--- src/rtl/hazard_pkg.sv ---
// Shared types for the hazard / forwarding control slice.
// FSM encoding and the register-file select value.
package hazard_pkg;

  typedef enum logic [1:0] {
    RUN      = 2'd0,
    MEM_WAIT = 2'd1,
    FAULT    = 2'd2
  } state_t;

  localparam int unsigned FWD_RF = 0;

endpackage

--- src/rtl/fwd_select.sv ---
// Priority forwarding match for one EX source operand.
// The nearest write-enabled stage holding a non-x0 match wins.
module fwd_select
  import hazard_pkg::*;
#(
  parameter int NUM_FWD = 2,
  parameter int SELW    = 2
) (
  input  logic [4:0]           rs,
  input  logic [5*NUM_FWD-1:0] stage_rd,
  input  logic [NUM_FWD-1:0]   stage_we,
  output logic [SELW-1:0]      sel
);

  // Walk from the farthest stage down so the nearest match is written last.
  always_comb begin
    sel = SELW'(FWD_RF);
    for (int k = NUM_FWD - 1; k >= 0; k--) begin
      if (stage_we[k] &&
          stage_rd[5*k +: 5] != 5'd0 &&
          stage_rd[5*k +: 5] == rs) begin
        sel = SELW'(k + 1);
      end
    end
  end

endmodule

--- src/rtl/hazard_fwd_ctrl.sv ---
// Pipeline hazard control: operand forwarding, load-use stall,
// data-memory wait freeze with timeout fault and a stall counter.
module hazard_fwd_ctrl
  import hazard_pkg::*;
#(
  parameter  int NUM_SRC = 2,
  parameter  int NUM_FWD = 2,
  parameter  int TIMEOUT = 16,
  localparam int SELW    = $clog2(NUM_FWD + 1)
) (
  input  logic                    clk,
  input  logic                    rst_n,
  input  logic [5*NUM_SRC-1:0]    ex_rs,
  input  logic [5*NUM_FWD-1:0]    stage_rd,
  input  logic [NUM_FWD-1:0]      stage_we,
  input  logic [5*NUM_SRC-1:0]    id_rs,
  input  logic [NUM_SRC-1:0]      id_rs_used,
  input  logic                    ex_is_load,
  input  logic [4:0]              ex_rd,
  input  logic                    mem_req,
  input  logic                    dmem_ack,
  output logic [SELW*NUM_SRC-1:0] fwd_sel,
  output logic                    stall_if,
  output logic                    stall_id,
  output logic                    bubble_ex,
  output logic                    freeze,
  output logic                    bus_fault,
  output logic [15:0]             stall_count
);

  state_t state, state_nxt;
  logic [7:0] wait_cnt, wait_nxt;
  logic [SELW*NUM_SRC-1:0] sel_raw;
  logic rd_hit, load_use, mem_stall, frz;

  for (genvar i = 0; i < NUM_SRC; i++) begin : g_src
    fwd_select #(
      .NUM_FWD(NUM_FWD),
      .SELW   (SELW)
    ) u_sel (
      .rs      (ex_rs[5*i +: 5]),
      .stage_rd(stage_rd),
      .stage_we(stage_we),
      .sel     (sel_raw[SELW*i +: SELW])
    );
  end

  always_comb begin
    rd_hit = 1'b0;
    for (int i = 0; i < NUM_SRC; i++) begin
      if (id_rs_used[i] && id_rs[5*i +: 5] == ex_rd) rd_hit = 1'b1;
    end
  end

  assign load_use  = ex_is_load && ex_rd != 5'd0 && rd_hit;
  assign mem_stall = mem_req && !dmem_ack;

  always_comb begin
    state_nxt = state;
    wait_nxt  = wait_cnt;
    frz       = 1'b0;
    unique case (state)
      RUN: begin
        frz = mem_stall;
        if (mem_stall) begin
          state_nxt = MEM_WAIT;
          wait_nxt  = 8'd1;
        end
      end
      MEM_WAIT: begin
        frz = 1'b1;
        // A late ack beats the timeout compare.
        if (dmem_ack) begin
          state_nxt = RUN;
          wait_nxt  = 8'd0;
        end else if (wait_cnt == 8'(TIMEOUT - 1)) begin
          state_nxt = FAULT;
        end else begin
          wait_nxt = wait_cnt + 8'd1;
        end
      end
      FAULT: frz = 1'b1;
      default: state_nxt = RUN;
    endcase
  end

  assign freeze    = rst_n && frz;
  assign stall_if  = rst_n && (frz || load_use);
  assign stall_id  = stall_if;
  assign bubble_ex = rst_n && !frz && load_use;
  assign bus_fault = rst_n && state == FAULT;
  assign fwd_sel   = rst_n ? sel_raw : '0;

  always_ff @(posedge clk) begin
    if (!rst_n) begin
      state       <= RUN;
      wait_cnt    <= 8'd0;
      stall_count <= 16'd0;
    end else begin
      state    <= state_nxt;
      wait_cnt <= wait_nxt;
      if (stall_if && stall_count != 16'hFFFF) begin
        stall_count <= stall_count + 16'd1;
      end
    end
  end

endmodule

--- config.mk ---
export PLATFORM = sky130hd
export DESIGN_NAME = hazard_fwd_ctrl
export DESIGN_NICKNAME = d
export VERILOG_FILES = /design/src/rtl/hazard_pkg.sv /design/src/rtl/fwd_select.sv /design/src/rtl/hazard_fwd_ctrl.sv
export SDC_FILE = /design/constraint.sdc
export NUM_CORES = 1
export LEC_CHECK = 0
export CORE_ASPECT_RATIO = 0.75
export CORE_MARGIN = 2
export CORE_UTILIZATION = 60
export CTS_CLUSTER_SIZE = 8
export DETAILED_ROUTE_END_ITERATION = 16
export DONT_BUFFER_PORTS = 1
export PLACE_DENSITY = 0.74
export SETUP_SLACK_MARGIN = 0.5
export SLEW_MARGIN = 20
export SYNTH_ARGS = -nofsm -noshare
export SYNTH_HDL_FRONTEND = slang
export SYNTH_SLANG_ARGS = --single-unit
--- constraint.sdc ---
create_clock -name clk -period 2.8 [get_ports clk]
set_clock_uncertainty 0.1 [all_clocks]
set_input_delay 0.56 -clock clk [delete_from_list [all_inputs] [get_ports clk]]
set_output_delay 0.56 -clock clk [all_outputs]
set_load 0.02 [all_outputs]
# Word-level counts from Yosys, hierarchy flattened
# Cells that the tools add are included.
# op_classes
n_eq_ne,13
n_addsub,2
muxes,16
bitwise_logic,1
n_reduce_logical,28
# ops
cell,count
$eq A5 B5 Y1,6
$mux W8,3
$logic_and A1 B1 Y1,17
$add A16 B1 Y16 const B,1
$ne A16 B16 Y1 const B,1
$pmux W8 S2,1
$reduce_bool A5 Y1,3
$mux W2,7
$add A8 B1 Y8 const B,1
$eq A8 B4 Y1 const B,1
$ne A3 B3 Y1 const B,2
$pmux W2 S3,1
$reduce_and A3 Y1,2
$mux W4,1
$eq A2 B1 Y1 const B,1
$eq A2 B2 Y1 const B,1
$logic_not A1 Y1,2
$logic_not A2 Y1,1
$mux W1,2
$ne A2 B2 Y1 const B,1
$pmux W1 S2,1
$reduce_bool A2 Y1,1
$reduce_or A2 Y1,1
$logic_or A1 B1 Y1,1
$not A1 Y1,1
# word_totals
inputBits,44
reg_bits,26
output_inout_bits,25

# Logic depth before layout (Yosys ltp)
# Gate-level depths: netlist of run 1.
# logic_depth
word_depth,8
depth_mapped,9
ltp_nobuf,9

# By module
# A second synthesis of run 1 with hierarchy kept.
# unflattened
cells_unflattened,217
hier_area_um2,1835.5
# by_module_without_submodules
mod,cells_each,area_each_um2,n_inst,seq_area_each_um2
hazard_fwd_ctrl,177,1532.7,1,520.5
fwd_select,20,151.4,2,0.0

# Worst setup path after synthesis of run 1
# Ideal clock, no wire load.
# synth_path
path_kind,in2out
from,input rst_n
to,output fwd_sel[1]
arrival_ns,2.081
path_buffers,1
cell_stages,4
setup_slack_ns,0.059
required_time_ns,2.140
path_cell_list,clkbuf_1 -> o211ai_1 -> or4_1 -> nor4_1
# synth_between
elab_chain_len,1
# synth_rtl
element,line_no,text
start: declaration,hazard_fwd_ctrl.sv:12,"input logic rst_n,"
$mux W4,hazard_fwd_ctrl.sv:92,assign fwd_sel = rst_n ? sel_raw : '0;
end: declaration,hazard_fwd_ctrl.sv:22,"output logic [SELW*NUM_SRC-1:0] fwd_sel,"
# Every way passes these cells.

# Worst setup path after layout of run 1
# layout_path
from,input stage_rd[9]
to,output fwd_sel[1]
# layout_between
elab_chain_len,6
# layout_rtl
element,line_no,text
start: declaration,hazard_fwd_ctrl.sv:14,"input logic [5*NUM_FWD-1:0] stage_rd,"
$reduce_bool A5 Y1,fwd_select.sv:20,stage_rd[5*k +: 5] != 5'd0 &&
$logic_and A1 B1 Y1,fwd_select.sv:19,if (stage_we[k] &&
$logic_and A1 B1 Y1 *,fwd_select.sv:20,
$mux W2 * (2 in a row),fwd_select.sv:19,
$mux W4 *,hazard_fwd_ctrl.sv:92,
# Every way passes the cells marked *; elsewhere a longest branch is shown, timed or not.

==> flow_metrics.py, run 1 <==
metrics = {
    "status": {
        "status": "completed",
    },
    "clock_tree": {
        "htree_levels": 1,
        "clk_pin_slew_worst_paths_ns": 0.09,
        "clock-sinks": 26,
        "cts_tree": "built",
        "cts_buffer_depth": 2,
        "cts-root-buf": "clkbuf_8",
        "cts_inserted_buffers": 3,
        "worstSkewPairLatency_ns": 0.28,
    },
    "worst_setup_path": {
        "crit_arrival_ns": 1.68,
        "max_stage_delay_ns": 0.54,
        "cp_cell_sequence": "xor2_1 > or4_4 > nor4_4",
        "crit_path_end_kind": "output port",
        "crit_slowest_cell": "or4_4",
        "worstSetupPathType": "input pin to output port",
        "critPathRequiredTime_ns": 2.14,
        "cp-start-kind": "input pin",
        "cp_max_fo": 3,
    },
    "sta": {
        "setup_tns_ns": 0,
        "rsz0062_at_grt": "yes",
        "tightest_slew_ns": 0.5636,
        "slew_viol_final": 0,
        "final-hold-violation-count": 0,
        "finalSetupViolCount": 0,
        "fin_crit_ns": 2.339,
        "clock.fmax_ghz": 0.4275,
        "fin_crit_sh_pct": 83.55,
        "max-slew-margin-rel_pct": 62.29,
    },
    "synth": {
        "syn_nets": 264,
        "synth-edff-count": 0,
        "synth_seq_area_share_pct": 28.53,
        "ys_seq_elements": 26,
        "yosysWarnings": 0,
        "syn-cell-area_um2": 1824,
        "avgSynthCellArea_um2": 8.525,
        "async_reset_ff_share_pct": 0,
        "syn_inst": 214,
        "netlist-cell-type-count": 43,
        "synth_ff_type": "dfxtp_1",
    },
    "routing": {
        "ant_nets": 0,
        "drc_errors": 0,
        "dr.pass1.iters": 4,
        "vias": 1666,
        "routedWlPerCell_um": 16.72,
        "drt_wl_total_um": 4397,
        "via_per_inst": 6.335,
        "drt_iter0_drc": 79,
    },
    "floorplan": {
        "start_util_pct": 62.60,
        "fp.coreArea_um2": 2914,
        "ios": 69,
        "die_x_um": 67.67,
        "rows": 17,
        "dieArea_um2": 3502,
        "die-height_um": 51.76,
    },
    "cells_and_area": {
        "syn2layout_area_growth_pct": 15.16,
        "drive_gt1_share_pct": 20.89,
        "nets": 276,
        "n_antenna_cell": 0,
        "fillCellCount": 213,
        "utilization_pct": 72.09,
    },
    "grt": {
        "grt_overflow_total": 0,
        "track_usage_pct": 25.70,
        "grt_max_degree": 19,
        "grt_pass1_wl_um": 6762,
        "grt_pass1_vias": 1550,
        "grt_antenna_before_repair": 0,
    },
    "power": {
        "vdd_drop_max_uv": 299.1,
        "power_density_nw_per_um2": 419.4,
        "leakage_nw": 0.7377,
    },
    "worst_hold_path": {
        "hold_path.class": "input pin to flop",
    },
    "placed_design": {
        "place_hpwl_um": 3273,
        "port_buffers": 0,
        "gp_congestion": 0.8799,
    },
    "flow_run": {
        "maxCapViolations": 0,
    },
}
[synthesized netlist by cell type, types with 2 or more instances]
| cell type | n | area, um^2 |
|---|---|---|
| ha_1 | 6 | 75.07 |
| or4_1 | 9 | 67.56 |
| nor4_1 | 6 | 37.54 |
| xnor2_1 | 16 | 140.1 |
| xor2_1 | 20 | 175.2 |
| o211a_1 | 2 | 20.02 |
| and2_1 | 4 | 25.02 |
| nand3_1 | 8 | 40.04 |
| mux2i_1 | 6 | 60.06 |
| o31ai_1 | 6 | 45.04 |
| inv_1 | 5 | 18.77 |
| and4_1 | 2 | 17.52 |
| nand2_1 | 17 | 63.81 |
| or3_1 | 3 | 18.77 |
| o211ai_1 | 3 | 22.52 |
| dfxtp_1 | 26 | 520.5 |
| nand2b_1 | 3 | 18.77 |
| o21ai_0 | 7 | 35.03 |
| clkbuf_1 | 4 | 15.01 |
| nand4_1 | 10 | 62.56 |
| and3_1 | 6 | 37.54 |
| nor2_1 | 11 | 41.29 |
| a21oi_1 | 14 | 70.07 |
[metrics by stage]
| step | hold slack, ns | area, um^2 | power [mW] | instances | setup WS, ns |
|---|---|---|---|---|---|
| 6_report | 0.2964 | 2101 | 0.8810 | 263 | 0.4605 |
| 5_1_grt | 0.2897 | 2101 | 0.9189 | 263 | 0.4431 |
| 4_1_cts | 0.2946 | 2019 | 0.8654 | 255 | 0.4572 |
| 3_5_place_dp | 0.4171 | 1891 | 0.5378 | 248 | 0.3050 |
| 3_3_place_gp | 0.4027 | 1891 | 0.5309 | 248 | 0.4309 |
| 2_1_floorplan | 0.3804 | 1876 | 0.5248 | 214 | 0.3986 |
[kinds of logic after synthesis]
family	after synthesis	share of synthesized area (%)
adders and majority gates	6	4.115
muxes	6	3.292
and+or+nand+nor	89	28.33
DFF	26	28.53
AOI/OAI and AO/OA	39	15.23
buffers and inverters	12	3.224
xor gates and xnor gates	36	17.28
[final timing paths]
path	slack (ns)	end	cells after the start	start
max	0.46	fwd_sel[1]	3	stage_rd[9]
min	0.30	state[1]$_SDFFE_PN0P_	1	rst_n
max reg2reg	0.65	stall_count[15]$_SDFFE_PN0P_	9	state[1]$_SDFFE_PN0P_
min reg2reg	0.44	wait_cnt[1]$_SDFFE_PN0P_	2	wait_cnt[1]$_SDFFE_PN0P_
[cells in the final DEF, fill, tap and decap left out, drive strengths merged, types with 2 or more instances in the layout]
cell type	count
and4	3
xor2	20
and2	5
nand3	8
a21oi	15
or3	4
o31ai	6
mux2i	6
xnor2	16
nor2	11
o211ai	3
nand2b	4
nand4	10
nand2	17
o21ai	7
inv	5
nor4	6
clkbuf	3
buf	13
dfxtp	26
or2	2
o211a	2
and3	7
nor3	2
or4	9
ha	6
[area by class of cell]
type                       count  area, um^2  share of cell area (%)
clock inverter                 1       30.03                   1.429
sequential                    26       525.5                   25.01
timing repair buffer          13       97.59                   4.646
multi-input combinational    176        1329                   63.25
clock buffer                   3       41.29                   1.965
inverter                       6       30.03                   1.429
tap                           38       47.55                   2.263
[power by group]
part	total, mW	leakage [nW]	internal [mW]	switching [mW]
clock	0.311	0.0357	0.192	0.120
sequential	0.395	0.212	0.379	0.0158
combinational	0.175	0.490	0.0827	0.0922
[critical path: cells and delay by family]
kind          cells  cell delay (ns)
xor+xnor          1             0.14
simple gates      2             0.98
[sequential cells by signal (all words and copies together), names as in the netlist]
register	count
wait_cnt	8
stall_count	16
state	2
[metal layers]
layer | vias to the layer above | GRT usage (%) | part of all wire [%]
met4 | 0 | 9.524 | 1.8
met5 | - | 0 | 0
li1 | 809 | - | -
met1 | 776 | 29.85 | 42
met3 | 8 | 8.658 | 8.1
met2 | 73 | 43.63 | 48
[timing repair]
item                                    CTS  global route
endpoints found under the setup margin   15            10
setup buffers                             3             8
resized for setup                        11             9
pin swaps                                 6             4
hold buffers                              0             0
Note: power is estimated with default switching activity, not from simulation.
==> inputs of run 2 (changes only) <==
Clock period 2.8 ns to 2.34 ns, I/O delays scaled along.
==> run 2 against run 1 <==
Design area grew 22%; cell count increased by 7.6%; global-route usage is 5.3 points higher; routed wire length rose by 43%; combinational power is 71% higher; via count increased by 15%; hold slack got worse by 0.079 ns; sequential power increased by 20%; sequential cell count unchanged; critical path type unchanged.
==> flow_metrics.py, run 2 (synthesis results as in run 1) <==
metrics = {
    "cells_and_area": {
        "drive_gt1_share_pct": 40.82,
        "reg_top3": "stall_count: 16 flops, wait_cnt: 8 flops, state: 2 flops",
        "layout_commonest_cell": "buf_4",
        "top_register": "stall_count",
        "largest_reg_flops": 16,
        "nets": 296,
        "final_cell_mix": "buf_4, xor2_1, dfxtp_1, xnor2_1, nand2_1",
        "syn2layout_area_growth_pct": 40.60,
        "n_antenna_cell": 0,
    },
    "placed_design": {
        "gp_congestion": 0.7543,
        "port_buffers": 0,
        "place_hpwl_um": 3363,
    },
    "power": {
        "fin_total_pwr_mw": 1.154,
        "leakage_nw": 0.8922,
        "power_density_nw_per_um2": 449.8,
        "vdd_drop_max_uv": 496.8,
    },
    "worst_setup_path": {
        "reg2reg_from": "state[0]$_SDFFE_PN0P_",
        "crit_path_end_kind": "output port",
        "max_stage_delay_ns": 0.54,
        "cp_cell_sequence": "or4_4 > o21ai_4 > nor4_4 > nor4_4",
        "critPathLaunch": "stage_rd[0]",
        "reg2reg_slack_ns": 0.16,
        "worstSetupPathType": "input pin to output port",
        "crit_family": "simple AND/OR/NAND/NOR gates",
        "cp-start-kind": "input pin",
        "critPathRequiredTime_ns": 1.77,
        "crit_arrival_ns": 1.65,
        "crit_slowest_cell": "or4_4",
        "path_common_cell": "nor4_4",
        "critPathBufInv": 0,
        "cp_max_fo": 3,
    },
    "worst_hold_path": {
        "hold_start": "rst_n",
        "hold_path.class": "input pin to flop",
    },
    "grt": {
        "grt_pass1_wl_um": 8128,
        "grt_overflow_total": 0,
        "track_usage_pct": 30.98,
        "grt_pass1_vias": 1817,
        "grt_antenna_before_repair": 0,
        "grt_max_degree": 19,
    },
    "floorplan": {
        "start_util_pct": 62.60,
        "ios": 69,
        "dieArea_um2": 3502,
        "fp.coreArea_um2": 2914,
        "rows": 17,
        "die-height_um": 51.76,
        "die_x_um": 67.67,
    },
    "routing": {
        "via_per_inst": 6.746,
        "drt_iter0_drc": 123,
        "routedWlPerCell_um": 22.17,
        "dr.pass1.iters": 5,
        "drc_errors": 0,
        "vias": 1909,
        "ant_nets": 0,
        "drt_wl_total_um": 6273,
    },
    "sta": {
        "rsz0062_at_grt": "yes",
        "setup_tns_ns": 0,
        "clock.fmax_ghz": 0.4504,
        "fin_crit_sh_pct": 94.88,
        "finalSetupViolCount": 0,
        "tightest_slew_ns": 0.5451,
        "max-slew-margin-rel_pct": 63.62,
        "final-hold-violation-count": 0,
        "slew_viol_final": 0,
        "fin_crit_ns": 2.220,
    },
    "clock_tree": {
        "cts_tree": "built",
        "clock-sinks": 26,
        "clk_pin_slew_worst_paths_ns": 0.10,
        "hold_buffers": 0,
        "worstSkewPairLatency_ns": 0.28,
        "cts_inserted_buffers": 3,
        "cts-root-buf": "clkbuf_8",
        "htree_levels": 1,
        "cts_buffer_depth": 2,
    },
    "flow_run": {
        "maxCapViolations": 0,
    },
    "status": {
        "status": "completed",
    },
}
## run 2: metal layers
metal	global-route usage, %	up-vias	part of all wire, %	wire length (um)
met5	0	-	0	0
met4	10.88	0	2.4	152
met3	9.091	20	9.5	599
met2	54.41	124	49	3085
met1	35.57	922	39	2435
li1	-	843	-	-
## run 2: report_power, final
part	internal [mW]	leakage [nW]	switching, mW
Combinational	0.149	0.641	0.151
Clock	0.229	0.0357	0.151
Sequential	0.452	0.215	0.0208
## run 2: worst paths after layout
| kind | end | cells after the start |
|---|---|---|
| max reg2reg | stall_count[8]$_SDFFE_PN0P_ | 12 |
| min reg2reg | stall_count[0]$_SDFFE_PN0P_ | 1 |
| max | fwd_sel[3] | 4 |
| min | wait_cnt[0]$_SDFFE_PN0P_ | 1 |
## run 2: timing repair
action,CTS,global route
endpoints found under the hold margin,0,0
gates resized for setup,37,26
cloned,1,0
pin swaps,25,22
setup buffers,14,5
endpoints found under the setup margin,28,32
## run 2: through the flow
step | cells | instance area [um^2] | setup WS (ns) | util (%) | hold slack (ns)
3_3_place_gp | 259 | 2047 | 0.1611 | 70.24 | 0.4049
6_report | 283 | 2565 | 0.1199 | 88.02 | 0.2172
2_1_floorplan | 214 | 1949 | 0.1228 | - | 0.3804
3_5_place_dp | 259 | 2047 | 0.1006 | 70.24 | 0.4177
5_1_grt | 283 | 2565 | 0.09319 | 88.02 | 0.2138
4_1_cts | 278 | 2416 | 0.1661 | 82.91 | 0.2139
## run 2: layout make-up
cell class,instances,area (um^2)
Sequential cell,26,543.0
Tap cell,38,47.55
Timing Repair Buffer,33,301.5
Clock inverter,1,30.03
Fill cell,129,349.1
Clock buffer,3,41.29
Inverter,6,27.53
Multi-Input combinational cell,176,1574
==> inputs of run 3 (changes only) <==
Settings changed: SYNTH_HIERARCHICAL from default to 1.
==> run 3 against run 2 <==
Die area up 0.57%; utilization down 4.2 points; total power down 16%; first-iteration DRC count down 33%; register-to-register slack about the same; clock-buffer cell count up 1; sequential power down 4%; routed wire length down 11%; via count down 2.7%; maximum frequency up 2.4%; largest power group unchanged.
==> flow_metrics.py, run 3 <==
metrics = {
    "placed_design": {
        "gp_congestion": 0.7784,
        "place_hpwl_um": 3554,
        "dpl_cell_area_um2": 2008,
        "port_buffers": 0,
        "placed_cells": 257,
    },
    "routing": {
        "vias": 1857,
        "routedWlPerCell_um": 19.56,
        "dr.pass1.iters": 4,
        "route.met2.wl_um": 2808,
        "met3_length_um": 391,
        "via_per_inst": 6.516,
        "drc_errors": 0,
        "drt_iter0_drc": 82,
        "routed.top_layer": "met4",
        "drt_wl_total_um": 5575,
        "ant_nets": 0,
        "wl_met1_um": 2201,
    },
    "power": {
        "vdd_drop_max_uv": 272.6,
        "power_density_nw_per_um2": 395.3,
        "leakage_nw": 0.8952,
        "fin_total_pwr_mw": 0.9728,
    },
    "synth": {
        "ys_seq_elements": 26,
        "synthTopCellsByCount": "dfxtp_1, xnor2_1, nor2_1, nand3_1, nand2_1",
        "netlist-cell-type-count": 54,
        "syn_nets": 267,
        "synth_seq_area_share_pct": 28.36,
        "synth_top_area_share_pct": 28.36,
        "synth.area.top_cells": "dfxtp_1, xnor2_1, xor2_1",
        "yosysWarnings": 6,
        "yosys.area.top_type": "dfxtp_1",
        "async_reset_ff_share_pct": 0,
        "syn-cell-area_um2": 1836,
        "synth_most_common_cell": "dfxtp_1",
        "synth-edff-count": 0,
        "syn_inst": 217,
        "avgSynthCellArea_um2": 8.459,
        "synth_ff_type": "dfxtp_1",
    },
    "grt": {
        "grt_max_degree": 16,
        "track_usage_pct": 31.21,
        "grt_pass1_vias": 1723,
        "grt_overflow_total": 0,
        "grt_pass1_wl_um": 8176,
        "grt_antenna_before_repair": 0,
    },
    "sta": {
        "setup_tns_ns": 0,
        "fin_crit_ns": 2.167,
        "clock.fmax_ghz": 0.4614,
        "finalSetupViolCount": 0,
        "rsz0062_at_grt": "yes",
        "slew_viol_final": 0,
        "tightest_slew_ns": 0.5372,
        "final-hold-violation-count": 0,
        "max-slew-margin-rel_pct": 64.15,
        "fin_crit_sh_pct": 92.62,
    },
    "status": {
        "status": "completed",
    },
    "floorplan": {
        "rows": 17,
        "die_x_um": 67.87,
        "start_util_pct": 62.53,
        "ios": 69,
        "die-height_um": 51.90,
        "dieArea_um2": 3522,
        "fp.coreArea_um2": 2935,
    },
    "cells_and_area": {
        "fillCellCount": 162,
        "syn2layout_area_growth_pct": 34.08,
        "largest_reg_flops": 16,
        "finalNonFillerCells": 285,
        "regArea_um2": 535.5,
        "final_cell_area_um2": 2461,
        "layout_commonest_cell": "buf_4",
        "reg_top3": "stall_count: 16 flops, wait_cnt: 8 flops, state: 2 flops",
        "n_antenna_cell": 0,
        "top_register": "stall_count",
        "drive_gt1_share_pct": 37.65,
        "final_cell_mix": "buf_4, dfxtp_1, xnor2_1, nor2_1, nand2_1",
        "nets": 298,
        "multi_input_area_um2": 1514,
    },
    "worst_hold_path": {
        "hold_path.class": "input pin to flop",
    },
    "clock_tree": {
        "cts_inserted_buffers": 3,
        "clock-sinks": 26,
        "cts_buffer_depth": 2,
        "clk_pin_slew_worst_paths_ns": 0.09,
        "htree_levels": 1,
        "cts-root-buf": "clkbuf_8",
        "hold_buffers": 0,
        "cts_tree": "built",
        "worstSkewPairLatency_ns": 0.27,
    },
    "flow_run": {
        "maxCapViolations": 0,
    },
    "worst_setup_path": {
        "crit_path_end_kind": "flop",
        "worstSetupPathType": "flop to flop",
        "cp-start-kind": "flop",
        "crit_arrival_ns": 2.23,
        "critPathRequiredTime_ns": 2.40,
        "cp_max_fo": 7,
    },
}
run 3: power by group:
group	switching (mW)	internal (mW)
registers	0.00936	0.446
clock network	0.143	0.151
logic	0.102	0.121
total	0.255	0.718
run 3: final cells by class:
cell class / instances / share of cell area (%)
sequential: 26 / 21.76
timing repair buffer: 30 / 10.93
inverter: 10 / 1.627
multi-input combinational: 177 / 61.51
clock buffer: 4 / 2.237
tap: 38 / 1.932
run 3: final timing paths:
kind	slack, ns	cells after the start	to	startpoint
worst min register to register	0.41	2	wait_cnt[1]$_SDFFE_PN0P_	wait_cnt[1]$_SDFFE_PN0P_
worst min-delay path	0.22	1	wait_cnt[0]$_SDFFE_PN0P_	rst_n
worst max-delay path	0.17	10	stall_count[7]$_SDFFE_PN0P_	state[0]$_SDFFE_PN0P_
worst max register to register	0.17	10	stall_count[7]$_SDFFE_PN0P_	state[0]$_SDFFE_PN0P_
run 3: timing repair:
item,4_1_cts,5_1_grt
endpoints found under the setup margin,27,30
pin swaps,30,19
gates resized for setup,22,25
buffers inserted,16,8
run 3: worst max-delay path, cell delays in order, from the launching register on:
cell and delay [ns]:
dfxtp_2 0.35, inv_2 0.08, ha_4 0.13, and3b_2 0.22, o211ai_4 0.12, a22oi_2 0.27, nand2_4 0.13, buf_6 0.15
buf_6 0.11, o311ai_4 0.28, o41ai_2 0.11
run 3: stage by stage:
| stage | utilization [%] | hold WS, ns | setup WS (ns) |
|---|---|---|---|
| 2_1_floorplan | - | 0.3587 | 0.2244 |
| 3_3_place_gp | 68.41 | 0.3770 | 0.1702 |
| 3_5_place_dp | 68.41 | 0.3891 | 0.1051 |
| 4_1_cts | 78.22 | 0.2169 | 0.2244 |
| 5_1_grt | 83.84 | 0.2121 | 0.06957 |
| 6_report | 83.84 | 0.2186 | 0.1727 |
run 3: per-layer routing:
layer	GRT usage, %	up-vias
met3	9.091	16
met1	38.18	894
li1	-	859
met2	52.78	88
met5	0	-
met4	9.667	0
run 3: kinds of logic (layout without fill, tap and decap cells):
group	Yosys count	in the layout	share of synthesized area [%]
AND/OR/NAND/NOR	88	88	26.38
AO/OA/AOI/OAI	47	47	20.31
XOR/XNOR	33	33	15.75
flip-flops	26	26	28.36
adder cells (fa/ha/maj)	6	6	4.090
multiplexers	3	3	1.636
buffers and inverters	14	44	3.477
